File: src/rtl/apogeo_pkg.sv
// Shared ROB types: entry payload and tag.
// Imported by reorder_buffer and rob_memory.
package apogeo_pkg;

  localparam int ROB_DEPTH_DEF = 32;
  localparam int ROB_TW = $clog2(ROB_DEPTH_DEF);

  typedef logic [ROB_TW-1:0] rob_tag_t;

  typedef struct packed {
    logic [31:0] data;
    logic [4:0]  rd;
    logic        csr;
    logic        exc;
    logic [4:0]  vector;
    logic [31:0] addr;
  } rob_entry_t;

endpackage

File: src/rtl/reorder_buffer_memory.sv
// Payload store for the ROB: 1 write port, async read, no reset.
// Ports: clk_i, we_i, waddr_i, wdata_i, raddr_i, rdata_o.
module rob_memory
  import apogeo_pkg::*;
#(
  parameter int DEPTH = 32,
  parameter int AW    = $clog2(DEPTH)
) (
  input  logic          clk_i,
  input  logic          we_i,
  input  logic [AW-1:0] waddr_i,
  input  rob_entry_t    wdata_i,
  input  logic [AW-1:0] raddr_i,
  output rob_entry_t    rdata_o
);

  rob_entry_t mem [DEPTH];

  always_ff @(posedge clk_i) begin
    if (we_i) mem[waddr_i] <= wdata_i;
  end

  assign rdata_o = mem[raddr_i];

endmodule

File: src/rtl/reorder_buffer.sv
// In-order commit: results arrive by tag, retire in tag order.
// Ports: issue/rollback/flush/stall, result write, writeback, exception.
// Option ROB_BYPASS_EN: a result for an empty head retires same cycle.
module reorder_buffer
  import apogeo_pkg::*;
#(
  parameter int ROB_DEPTH = 32,
  localparam int TW = $clog2(ROB_DEPTH)
) (
  input  logic          clk_i,
  input  logic          rst_n_i,
  input  logic          flush_i,
  input  logic          stall_i,
  input  logic          issue_i,
  input  logic          rollback_i,
  output logic          full_o,
  input  logic          result_valid_i,
  input  logic [TW-1:0] result_tag_i,
  input  logic [31:0]   result_data_i,
  input  logic [4:0]    result_reg_i,
  input  logic          result_csr_i,
  input  logic          result_exception_i,
  input  logic [4:0]    result_vector_i,
  input  logic [31:0]   result_addr_i,
  output logic [TW-1:0] head_tag_o,
  output logic          writeback_o,
  output logic [4:0]    writeback_register_o,
  output logic [31:0]   writeback_data_o,
  output logic          csr_writeback_o,
  output logic          exception_o,
  output logic [4:0]    exception_vector_o,
  output logic [31:0]   exception_addr_o
);

  localparam int CW = TW + 1;

  logic [TW-1:0]        head_q;
  logic [TW-1:0]        tail_q;
  logic [TW-1:0]        tail_m1;
  logic [CW-1:0]        cnt_q;
  logic [CW-1:0]        cnt_d;
  logic [ROB_DEPTH-1:0] vld_q;
  logic [ROB_DEPTH-1:0] vld_d;

  logic       iss_ok;
  logic       rb_ok;
  logic       ret_arr;
  logic       byp;
  logic       ret;
  logic       wr_en;
  rob_entry_t in_ent;
  rob_entry_t rd_ent;
  rob_entry_t ent;

  assign in_ent = '{
    data:   result_data_i,
    rd:     result_reg_i,
    csr:    result_csr_i,
    exc:    result_exception_i,
    vector: result_vector_i,
    addr:   result_addr_i
  };

  rob_memory #(
    .DEPTH (ROB_DEPTH),
    .AW    (TW)
  ) u_mem (
    .clk_i   (clk_i),
    .we_i    (wr_en),
    .waddr_i (result_tag_i),
    .wdata_i (in_ent),
    .raddr_i (head_q),
    .rdata_o (rd_ent)
  );

  assign full_o  = (cnt_q == CW'(ROB_DEPTH));
  assign tail_m1 = tail_q - TW'(1);
  assign rb_ok   = rollback_i & (cnt_q != '0);
  assign iss_ok  = issue_i & !full_o & !rb_ok;
  assign ret_arr = vld_q[head_q] & !stall_i & !flush_i;

`ifdef ROB_BYPASS_EN
  assign byp = result_valid_i & (result_tag_i == head_q)
             & !vld_q[head_q] & !stall_i & !flush_i;
`else
  assign byp = 1'b0;
`endif

  assign ret   = ret_arr | byp;
  assign wr_en = result_valid_i & !byp;
  assign ent   = byp ? in_ent : rd_ent;

  assign cnt_d = cnt_q + CW'(iss_ok) - CW'(rb_ok) - CW'(ret);

  always_comb begin
    vld_d = vld_q;
    if (wr_en)   vld_d[result_tag_i] = 1'b1;
    if (ret_arr) vld_d[head_q] = 1'b0;
    if (rb_ok)   vld_d[tail_m1] = 1'b0;
    if (flush_i) vld_d = '0;
  end

  always_ff @(posedge clk_i or negedge rst_n_i) begin
    if (!rst_n_i) begin
      head_q <= '0;
      tail_q <= '0;
      cnt_q  <= '0;
      vld_q  <= '0;
    end else if (flush_i) begin
      head_q <= '0;
      tail_q <= '0;
      cnt_q  <= '0;
      vld_q  <= '0;
    end else begin
      vld_q <= vld_d;
      cnt_q <= cnt_d;
      if (ret) head_q <= head_q + TW'(1);
      if (rb_ok) tail_q <= tail_m1;
      else if (iss_ok) tail_q <= tail_q + TW'(1);
    end
  end

  logic wb;
  logic cw;
  logic ex;

  assign wb = ret & !ent.exc & !ent.csr & (ent.rd != '0);
  assign cw = ret & !ent.exc & ent.csr;
  assign ex = ret & ent.exc;

  assign head_tag_o           = head_q;
  assign writeback_o          = wb;
  assign writeback_register_o = wb ? ent.rd : '0;
  assign writeback_data_o     = wb ? ent.data : '0;
  assign csr_writeback_o      = cw;
  assign exception_o          = ex;
  assign exception_vector_o   = ex ? ent.vector : '0;
  assign exception_addr_o     = ex ? ent.addr : '0;

  a_no_overwrite: assert property (
    @(posedge clk_i) disable iff (!rst_n_i)
    result_valid_i |-> !vld_q[result_tag_i]
  );

endmodule

File: config.mk
export PLATFORM = sky130hd
export DESIGN_NAME = reorder_buffer
export DESIGN_NICKNAME = d
export VERILOG_FILES = /design/src/rtl/apogeo_pkg.sv /design/src/rtl/reorder_buffer_memory.sv /design/src/rtl/reorder_buffer.sv
export SDC_FILE = /design/constraint.sdc
export NUM_CORES = 2
export LEC_CHECK = 0
export CORE_UTILIZATION = 54
export CTS_BUF_LIST = sky130_fd_sc_hd__clkbuf_16
export DETAILED_ROUTE_END_ITERATION = 12
export GPL_TIMING_DRIVEN = 0
export PLACE_DENSITY = 0.71
export SYNTH_ARGS = -nofsm -noshare
export SYNTH_HDL_FRONTEND = slang
export SYNTH_HIERARCHICAL = 1
export SYNTH_SLANG_ARGS = --single-unit
File: constraint.sdc
create_clock -name clk_i -period 8.64 [get_ports clk_i]
set_input_delay 2.592 -clock clk_i [delete_from_list [all_inputs] [get_ports clk_i]]
set_output_delay 2.592 -clock clk_i [all_outputs]
set_load 0.05 [all_outputs]
==> results.toml <==
[floorplanning]
num_rows = 154
die_y_um = 425
die_w_um = 425
coreArea_mm2 = 0.177
die_area_mm2 = 0.180
pin_count = 171
initial_core_util_pct = 54.6

[flow_run]
drv_cap = 1

[clock_tree]
htreeDepth = 4
cts_buffer_depth = 3
clock-sinks = 2480
root_buffer = "clkbuf_16"
cts_buffers = 233
clkLatencyLatePin_ps = 880
clk_pin_slew_ps = 60
cts_tree = "done"

[drt]
drtAntennaViolNets = 0
via_count = 52200
firstDrtPassIters = 8
detail_route.iter0.violations = 7045
routed_via_density = 6.61
wirelength_um = 267000
dr_wl_met2_um = 130000
routed-wl-met3_um = 27100
wl_met1_um = 97000
top_layer_used = "met5"
wl_per_cell_um = 33.8
drc = 0

[final_layout]
multi_input_area_mm2 = 0.0209
layout.nets = 5458
fill_cells = 11800
syn2layout_area_growth_pct = 15.5
drive_gt1_share_pct = 18.6
utilization_pct = 63.1
layout.area.seq_mm2 = 0.0742

[critical_path]
slowest_stage = "clkdlybuf4s50_1"
crit_required_ps = 6050
critPathLaunchType = "flip-flop"
endpoint_kind = "primary output"
max_stage_delay_ps = 840
crit_path_frequent_cell = "clkbuf_2"
cp_max_fo = 10
criticalPathCategory = "flip-flop to primary output"
path_cells = "buf_2 -> buf_2 -> nor2_2 -> clkbuf_2 -> a22oi_1 -> nand3_1 -> nand4_1 -> buf_4 -> clkbuf_2 -> buf_12 -> clkbuf_2 -> and3_1 -> clkdlybuf4s50_1"
worstPathArrival_ps = 6170

[sta]
finalHoldViolCount = 0
slew_headroom_pct = -5.49
timing.final.ws_setup_ps = -126
post-route-min-period_ps = 8770
fin_crit_sh_pct = 101
fin_skew_ps = 32.8
worst_pin_slew_ps = 1580
report.final.slew_viol_count = 11
setup_violations = 10
setup-tns-final_ps = -665
max_freq_mhz = 114
rsz0062_at_grt = "false"

[status]
violations = "capacitance limit, slew limit, setup timing"
status = "finished, violations left"

[placement]
io_buffers = 169
gp_congestion = 0.866
dp_hpwl_um = 177000

[synthesis]
yosysWarnings = 6
seq_area_frac_synth_pct = 77.0
syn_inst = 4826
async_reset_ff_share_pct = 1.94
synth_flop_cell = "edfxtp_1"
synth_edf_count = 2432
synth_seq_cells = 2480
ys_types = 62
syn_nets = 4933
synth_area_mm2 = 0.0965
postSynthAreaPerCell_um2 = 20.0

[hold_path]
hp-class = "flip-flop to flip-flop"

[grt]
grt_pass1_vias = 51500
antenna_found_initial = 21
grt_pass1_wl_um = 375000
grt_remaining_overflow = 0
grt_usage_pct = 29.5
grt_max_degree = 35

[power_and_ir_drop]
leakagePower_nw = 34.6
irDropWorstVdd_v = 0.000198
powerDensity_mw_per_mm2 = 218
==> synthesized netlist by cell type (22+ instances only) <==
cell type / n / area share (%)
nand4_1: 34 / 0.22
buf_4: 27 / 0.21
a31oi_1: 42 / 0.27
nor2_1: 94 / 0.37
mux4_2: 309 / 7.2
a22o_1: 44 / 0.40
and2_4: 30 / 0.27
edfxtp_1: 2432 / 76
nand3_1: 164 / 0.85
and3_1: 46 / 0.30
o21ai_0: 22 / 0.11
a21oi_1: 52 / 0.27
dfrtp_1: 48 / 1.2
buf_2: 104 / 0.54
nor2b_1: 22 / 0.14
clkbuf_1: 120 / 0.47
mux2i_1: 611 / 6.3
a22oi_1: 412 / 3.2
buf_6: 24 / 0.28
==> cell usage in the layout (no fill, tap or decap), types with 8 or more instances in the layout <==
master              n
and2_4             30
buf_16             20
mux4_2            309
clkinv_2           37
clkdlybuf4s50_1   133
inv_1              75
nor3b_1             8
and3_1             46
a22oi_1           412
diode_2            13
dlygate4sd2_1      33
ha_1               17
buf_2             101
a31oi_1            42
buf_6              26
and3b_1             9
buf_1              10
buf_4              37
clkbuf_16         237
nor2_1             61
a21oi_1            52
and2_1             20
clkbuf_2           29
clkinv_1           62
bufinv_16          26
a22o_1             44
o221a_2            14
nand3_1           162
nand2_1            19
edfxtp_1         2432
o21ai_0            22
nor2b_1            20
mux2i_1           611
nand4_1            34
buf_12             97
clkbuf_1           90
dfrtp_1            47
nor2_4             34
==> per-stage QoR <==
stage | hold slack, ps | total power, mW | cell area (µm²) | instances | setup WS (ps)
2_1_floorplan | 551 | 14.1 | 96500 | 4826 | 1130
3_3_place_gp | 608 | 14.4 | 101000 | 7335 | -3880
3_5_place_dp | 627 | 14.5 | 104000 | 7449 | -359
4_1_cts | 635 | 24.4 | 111000 | 7888 | 0.668
5_1_grt | 676 | 24.9 | 111000 | 7894 | 1.17
6_report | 662 | 24.3 | 111000 | 7903 | -126
==> timing repair <==
action,4_1_cts,5_1_grt
endpoints found under the setup margin,77,42
pin swaps,2,1
endpoints found under the hold margin,0,0
setup buffers,7,2
resized for setup,69,8
hold buffers,0,0
==> power breakdown <==
| group | leakage [nW] | switching (mW) | internal (mW) |
|---|---|---|---|
| clock | 3.88 | 4.37 | 5.71 |
| sequential | 22.6 | 0.0548 | 13.4 |
| combinational | 8.13 | 0.529 | 0.251 |
==> flip-flops by register name, indices dropped and copies added, names as in the netlist <==
signal and flops:
head_tag_o 5, vld_q 32, tail_q 5, cnt_q 6, u_mem/mem 2432
==> path summary, 6_finish.rpt <==
path / from / end / slack (ps) / cells after the start
max in group asynchronous: rst_n_i / vld_q[7]$_DFF_PN0_ / 6460 / 2
max: head_tag_o[3]$_DFFE_PN0P_ / exception_addr_o[8] / -130 / 13
min: vld_q[15]$_DFF_PN0_ / vld_q[15]$_DFF_PN0_ / 660 / 2
min reg2reg: vld_q[15]$_DFF_PN0_ / vld_q[15]$_DFF_PN0_ / 660 / 2
min in group asynchronous: rst_n_i / cnt_q[4]$_DFF_PN0_ / 1630 / 1
max reg2reg: head_tag_o[1]$_DFFE_PN0P_ / cnt_q[5]$_DFF_PN0_ / 3320 / 18
==> layout make-up <==
cell class | count | area share [%]
antenna | 13 | 0.0292
clock buffer | 237 | 5.32
multi-input combinational | 2039 | 18.8
tap | 2340 | 2.63
buffer | 285 | 1.38
timing repair buffer | 292 | 3.75
inverter | 20 | 0.0674
sequential | 2480 | 66.6
clock inverter | 197 | 1.43
==> cell families after synthesis <==
logic type	count (synthesis)	synth area share, %
flip-flops	2480	77.0
multiplexers	923	13.6
AO/OA/AOI/OAI	608	4.66
AND/OR/NAND/NOR	482	2.80
buffers and inverters	307	1.62
adder cells (fa/ha/maj)	19	0.262
XOR/XNOR	7	0.0636
==> worst max-delay path, delay by kind of cell, from the launching register on <==
family / cells / cell delay (ps)
AND/OR/NAND/NOR: 4 / 960
flip-flops: 1 / 580
buffers and inverters: 8 / 3410
AO/OA/AOI/OAI: 1 / 280
==> per-layer routing <==
| metal | GRT usage [%] | up-vias |
|---|---|---|
| li1 | - | 21100 |
| met1 | 38.7 | 27200 |
| met2 | 48.5 | 3263 |
| met3 | 5.73 | 609 |
| met4 | 12.7 | 6 |
| met5 | 0 | - |
Note: power is estimated with default switching activity, not from simulation.
